<file path="config.mk">
export PLATFORM = sky130hd
export DESIGN_NAME = keypad_scanner
export DESIGN_NICKNAME = d
export VERILOG_FILES = /design/src/rtl/keypad_scanner.sv
export SDC_FILE = /design/constraint.sdc
export NUM_CORES = 1
export LEC_CHECK = 0
export CAP_MARGIN = 20
export CELL_PAD_IN_SITES_DETAIL_PLACEMENT = 2
export CELL_PAD_IN_SITES_GLOBAL_PLACEMENT = 2
export CORE_MARGIN = 5
export CORE_UTILIZATION = 39
export DETAILED_ROUTE_END_ITERATION = 10
export PLACE_DENSITY_LB_ADDON = 0.1
export SLEW_MARGIN = 10
export SYNTH_ARGS = -nofsm -noshare
export SYNTH_HDL_FRONTEND = slang
export SYNTH_SLANG_ARGS = --single-unit
</file>
<file path="constraint.sdc">
create_clock -name clk -period 3.25 [get_ports clk]
set_input_delay 0.975 -clock clk [delete_from_list [all_inputs] [get_ports clk]]
set_output_delay 0.975 -clock clk [all_outputs]
set_load 0.01 [all_outputs]
</file>
<file path="src/rtl/keypad_scanner.sv">
// rtl/keypad_scanner.sv - 4x4 matrix keypad scanner with debounce and single-shot key reporting
//
// Ports:
//   clk        system clock, rising edge
//   rst        asynchronous active-low reset
//   slow_clk   scan-rate strobe from an upstream divider, sampled as data
//   col_in     keypad columns, active-low, asynchronous to clk
//   row_out    keypad row drive, exactly one bit low
//   key_code   last accepted key, row*4 + col
//   key_valid  one-clk pulse when a new key is accepted
//   key_held   high while the accepted key remains pressed
module keypad_scanner #(
    parameter int DEBOUNCE_TICKS = 4
) (
    input  logic       clk,
    input  logic       rst,
    input  logic       slow_clk,
    input  logic [3:0] col_in,
    output logic [3:0] row_out,
    output logic [3:0] key_code,
    output logic       key_valid,
    output logic       key_held
);

    typedef enum logic [1:0] {
        S_SCAN     = 2'd0,
        S_DEBOUNCE = 2'd1,
        S_PRESSED  = 2'd2,
        S_RELEASE  = 2'd3
    } state_t;

    localparam logic [3:0] TICKS = DEBOUNCE_TICKS[3:0];

    state_t     state_q, state_d;
    logic [1:0] row_idx_q, row_idx_d;
    logic [1:0] col_idx_q, col_idx_d;
    logic [3:0] col_pat_q, col_pat_d;
    logic [3:0] count_q, count_d;
    logic [3:0] key_code_q, key_code_d;
    logic       key_valid_q, key_valid_d;

    logic [3:0] col_s1_q, col_s2_q;
    logic       slow_s1_q, slow_s2_q, slow_prev_q;

    logic       scan_tick;
    logic [3:0] cols;
    logic [3:0] count_inc;
    logic       one_low;
    logic [1:0] col_sel;

    // Synchronizers and slow_clk rising-edge detector
    always_ff @(posedge clk or negedge rst) begin
        if (!rst) begin
            col_s1_q    <= 4'h0;
            col_s2_q    <= 4'h0;
            slow_s1_q   <= 1'b0;
            slow_s2_q   <= 1'b0;
            slow_prev_q <= 1'b0;
        end else begin
            col_s1_q    <= col_in;
            col_s2_q    <= col_s1_q;
            slow_s1_q   <= slow_clk;
            slow_s2_q   <= slow_s1_q;
            slow_prev_q <= slow_s2_q;
        end
    end

    assign scan_tick = slow_s2_q & ~slow_prev_q;
    assign cols      = col_s2_q;
    assign count_inc = (count_q == 4'hF) ? 4'hF : count_q + 4'd1;

    // Only a single low column is a capturable key; anything else is idle or ghosting
    always_comb begin
        one_low = 1'b1;
        col_sel = 2'd0;
        case (cols)
            4'b1110: col_sel = 2'd0;
            4'b1101: col_sel = 2'd1;
            4'b1011: col_sel = 2'd2;
            4'b0111: col_sel = 2'd3;
            default: one_low = 1'b0;
        endcase
    end

    // State register
    always_ff @(posedge clk or negedge rst) begin
        if (!rst) begin
            state_q     <= S_SCAN;
            row_idx_q   <= 2'd0;
            col_idx_q   <= 2'd0;
            col_pat_q   <= 4'h0;
            count_q     <= 4'h0;
            key_code_q  <= 4'h0;
            key_valid_q <= 1'b0;
        end else begin
            state_q     <= state_d;
            row_idx_q   <= row_idx_d;
            col_idx_q   <= col_idx_d;
            col_pat_q   <= col_pat_d;
            count_q     <= count_d;
            key_code_q  <= key_code_d;
            key_valid_q <= key_valid_d;
        end
    end

    // Next-state logic; nothing moves except on scan_tick
    always_comb begin
        state_d     = state_q;
        row_idx_d   = row_idx_q;
        col_idx_d   = col_idx_q;
        col_pat_d   = col_pat_q;
        count_d     = count_q;
        key_code_d  = key_code_q;
        key_valid_d = 1'b0;
        if (scan_tick) begin
            case (state_q)
                S_SCAN: begin
                    if (one_low) begin
                        col_idx_d = col_sel;
                        col_pat_d = cols;
                        count_d   = 4'd1;
                        if (DEBOUNCE_TICKS == 1) begin
                            state_d     = S_PRESSED;
                            key_valid_d = 1'b1;
                            key_code_d  = {row_idx_q, col_sel};
                        end else begin
                            state_d = S_DEBOUNCE;
                        end
                    end else begin
                        row_idx_d = row_idx_q + 2'd1;
                    end
                end
                S_DEBOUNCE: begin
                    if (cols == col_pat_q) begin
                        count_d = count_inc;
                        if (count_inc >= TICKS) begin
                            state_d     = S_PRESSED;
                            key_valid_d = 1'b1;
                            key_code_d  = {row_idx_q, col_idx_q};
                        end
                    end else begin
                        count_d   = 4'd0;
                        row_idx_d = row_idx_q + 2'd1;
                        state_d   = S_SCAN;
                    end
                end
                S_PRESSED: begin
                    if (cols == 4'b1111) begin
                        count_d = 4'd1;
                        if (DEBOUNCE_TICKS == 1) begin
                            state_d   = S_SCAN;
                            row_idx_d = row_idx_q + 2'd1;
                        end else begin
                            state_d = S_RELEASE;
                        end
                    end
                end
                S_RELEASE: begin
                    if (cols == 4'b1111) begin
                        count_d = count_inc;
                        if (count_inc >= TICKS) begin
                            state_d   = S_SCAN;
                            row_idx_d = row_idx_q + 2'd1;
                        end
                    end else begin
                        // Release bounce: back to held without re-reporting the key
                        count_d = 4'd0;
                        state_d = S_PRESSED;
                    end
                end
                default: state_d = S_SCAN;
            endcase
        end
    end

    // Outputs
    always_comb begin
        row_out   = ~(4'b0001 << row_idx_q);
        key_code  = key_code_q;
        key_valid = key_valid_q;
        key_held  = (state_q == S_PRESSED) || (state_q == S_RELEASE);
    end

endmodule

</file>
==> metrics.log <==
INFO  metric layout.nets = 153
INFO  metric diodes = 0
INFO  metric clk_root_buffer_cell = sky130_fd_sc_hd__clkbuf_8
INFO  metric post-synth-top-area-fraction = 0.527
INFO  metric cts_hold_repair.buffers = 0
INFO  metric critPathLaunch = row_idx_q[0]$_DFFE_PN0P_
INFO  metric yosys-top-cells-area = sky130_fd_sc_hd__dfrtp_1, sky130_fd_sc_hd__mux2_2, sky130_fd_sc_hd__ha_1, sky130_fd_sc_hd__mux2_4, sky130_fd_sc_hd__xor2_1
INFO  metric syn2layout_area_growth = 21.2%
INFO  metric count_of_cell_types_in_the_netlist = 36
INFO  metric post_drt_via_cell_ratio = 5.07
INFO  metric layout.cells.most_common = sky130_fd_sc_hd__dfrtp_1
INFO  metric crit_path_end_kind = output pin
INFO  metric run_status = completed
INFO  metric max-vdd-ir-drop = 338 µV
INFO  metric preCtsSetupSlack = 0.972 ns
INFO  metric vias = 963
INFO  metric synth.yosys.warnings = 0
INFO  metric crit_path_max_fanout = 5
INFO  metric ctsHtreeMaxLevel = 2
INFO  metric tritoncts_buffer_count = 5
INFO  metric drt_wl_total = 3130 µm
INFO  metric die_height = 70.5 µm
INFO  metric drc_errors = 0
INFO  metric cts.repair.resized = 0
INFO  metric critical_path_required = 2.27 ns
INFO  metric number_of_iterations_in_the_first_detailed_routing_pass = 3
INFO  metric holdCritPathClass = reg2reg
INFO  metric grt_max_degree = 31
INFO  metric layout.cells.most_common_list = sky130_fd_sc_hd__dfrtp_1, sky130_fd_sc_hd__clkdlybuf4s50_1, sky130_fd_sc_hd__nand2_1
INFO  metric ioPinCount = 17
INFO  metric slew_headroom = 0.740
INFO  metric final_max_slew_viol_count = 0
INFO  metric placement.io_buffers = 16
INFO  metric critical_path_arrival = 1.60 ns
INFO  metric clock_tree_from_tritoncts = yes
INFO  metric grt_setup_unrepaired = no
INFO  metric clock_tree.buffer_depth = 2
INFO  metric worst_setup_path_start_kind = flop
INFO  metric vias_in_the_first_global_route = 1085
INFO  metric power.leakage = 0.777 nW
INFO  metric setup_viol = 0
INFO  metric drive_gt1_frac = 0.155
INFO  metric post_cts.repair.setup_buffers = 0
INFO  metric min_period_over_period = 0.791
INFO  metric detail_placement_hpwl = 2330 µm
INFO  metric synth.net_count = 134
INFO  metric finalWorstPathRequiredPeriod = 2.57 ns
INFO  metric synth_sequential_area_ratio = 0.527
INFO  metric finalWeightedCongestion = 0.733
INFO  metric fp.coreArea = 3610 µm²
INFO  metric std_cell_rows = 22
INFO  metric final_critical_path_setup_slack = 0.678 ns
INFO  metric clock_skew = 0.00777 ns
INFO  metric antenna_found_initial = 0
INFO  metric worst_pin_slew = 0.390 ns
INFO  metric cap_violations = 0
INFO  metric fmaxAchievable = 0.389 GHz
INFO  metric die_w = 70.5 µm
INFO  metric power.density_cell_area = 690 nW/µm²
INFO  metric die-area = 4960 µm²
INFO  metric globalRouteTotalUtil = 0.141
INFO  metric route.antenna.remaining_nets = 0
INFO  metric synthesis.instances = 122
INFO  metric worst_hold_path_startpoint = col_s1_q[2]$_DFF_PN0_
INFO  metric avg_synthesized_cell_area = 11.7 µm²
INFO  metric critPathKind = reg2out
INFO  metric first_iter_violations = 37
INFO  metric ys_ff_latch = 30
INFO  metric yosys.area.top_type = sky130_fd_sc_hd__dfrtp_1
INFO  metric grt_pass1_wl = 5400 µm
INFO  metric post_synth_instance_area = 1430 µm²
INFO  metric final-hold-violation-count = 0
INFO  metric setup_tns = 0 ns
INFO  metric grt-ovfl-total = 0
INFO  metric clock_pin_transition_on_the_worst_setup_and_hold_timing_paths = 0.07 ns
INFO  metric clock_sink_count = 30
INFO  metric r2r_start = count_q[0]$_DFFE_PN0P_
INFO  metric detail_route.wl_per_cell = 16.4 µm
INFO  metric initial_utilization = 0.395
INFO  metric insertion_delay_to_the_later_sink_of_the_worst_skew_pair = 0.28 ns
==> power breakdown <==
part	internal [mW]	switching (mW)
logic	0.160	0.139
registers	0.445	0.0752
clock network	0.228	0.145
==> flip-flops by register name, indices dropped and copies added (netlist names) <==
register / cells
col_idx_q: 2
col_pat_q: 4
col_s1_q: 4
col_s2_q: 4
count_q: 4
key_code: 4
key_valid: 1
row_idx_q: 2
slow_prev_q: 1
slow_s1_q: 1
slow_s2_q: 1
state_q: 2
==> synthesized netlist by cell type, drive strengths merged <==
cell type and number:
a21oi 6, nand2b 6, dfrtp 30, nand2 10, o21ai 3, a221oi 1
a2bb2oi 3, a211oi 1, or2b 1, nor2 4, ha 5, nor3b 1
and4 1, a21bo 1, or3 1, nor2b 1, nand4 1, a21boi 1
mux2i 1, o22a 1, buf 4, clkbuf 1, inv 9, and2 3
nand3b 1, nor3 1, xnor2 1, nand3 2, o31ai 1, mux2 11
a311oi 1, nand4b 2, xor2 6
==> area by class of cell <==
type,count,area (µm²)
Tap cell,48,60.1
Inverter,9,33.8
Sequential cell,30,751
Timing Repair Buffer,17,168
Multi-Input combinational cell,78,604
Clock buffer,6,72.6
Fill cell,375,1880
Clock inverter,2,37.5
==> final timing paths <==
kind,to,slack [ns],depth (start not counted)
max reg2reg,key_code[1]$_DFFE_PN0P_,1.09,6
min in group asynchronous,col_s1_q[3]$_DFF_PN0_,1.07,2
min,col_s2_q[2]$_DFF_PN0_,0.35,0
max in group asynchronous,count_q[1]$_DFFE_PN0P_,1.88,2
min reg2reg,col_s2_q[2]$_DFF_PN0_,0.35,0
max,row_out[2],0.68,4
==> worst max-delay path: stages (launching register included) <==
cell	delay [ns]
sky130_fd_sc_hd__dfrtp_1	0.44
sky130_fd_sc_hd__inv_1	0.10
sky130_fd_sc_hd__ha_1	0.21
sky130_fd_sc_hd__inv_1	0.05
sky130_fd_sc_hd__clkdlybuf4s50_1	0.52
==> layer usage <==
layer  global-route usage  share of wire  vias to the layer above
met5                    0              0                        -
met4               0.0766          0.026                        0
met3               0.0259          0.025                        8
met2                0.247           0.52                       15
met1                0.160           0.43                      490
li1                     -              -                      450
==> stage by stage <==
stage / cells / instance area [µm²] / hold slack (ns) / total power [mW] / util
floorplan: 122 / 1430 / 0.331 / 0.697 / -
global placement: 182 / 1620 / 0.333 / 0.800 / 0.448
detailed placement: 182 / 1620 / 0.339 / 0.833 / 0.448
CTS: 190 / 1730 / 0.355 / 1.22 / 0.479
global route: 190 / 1730 / 0.356 / 1.27 / 0.479
finish: 190 / 1730 / 0.352 / 1.19 / 0.479
==> kinds of logic (layout without fill, tap and decap cells) <==
kind of cell,count (synthesis),count (layout),synth area share
AND/OR/NAND/NOR,35,35,0.141
adder cells (fa/ha/maj),5,5,0.0439
flip-flops,30,30,0.527
buffers and inverters,14,34,0.0492
multiplexers,12,12,0.104
AO/OA/AOI/OAI,19,19,0.0913
XOR/XNOR,7,7,0.0430
Note: power is estimated with default switching activity, not from simulation.
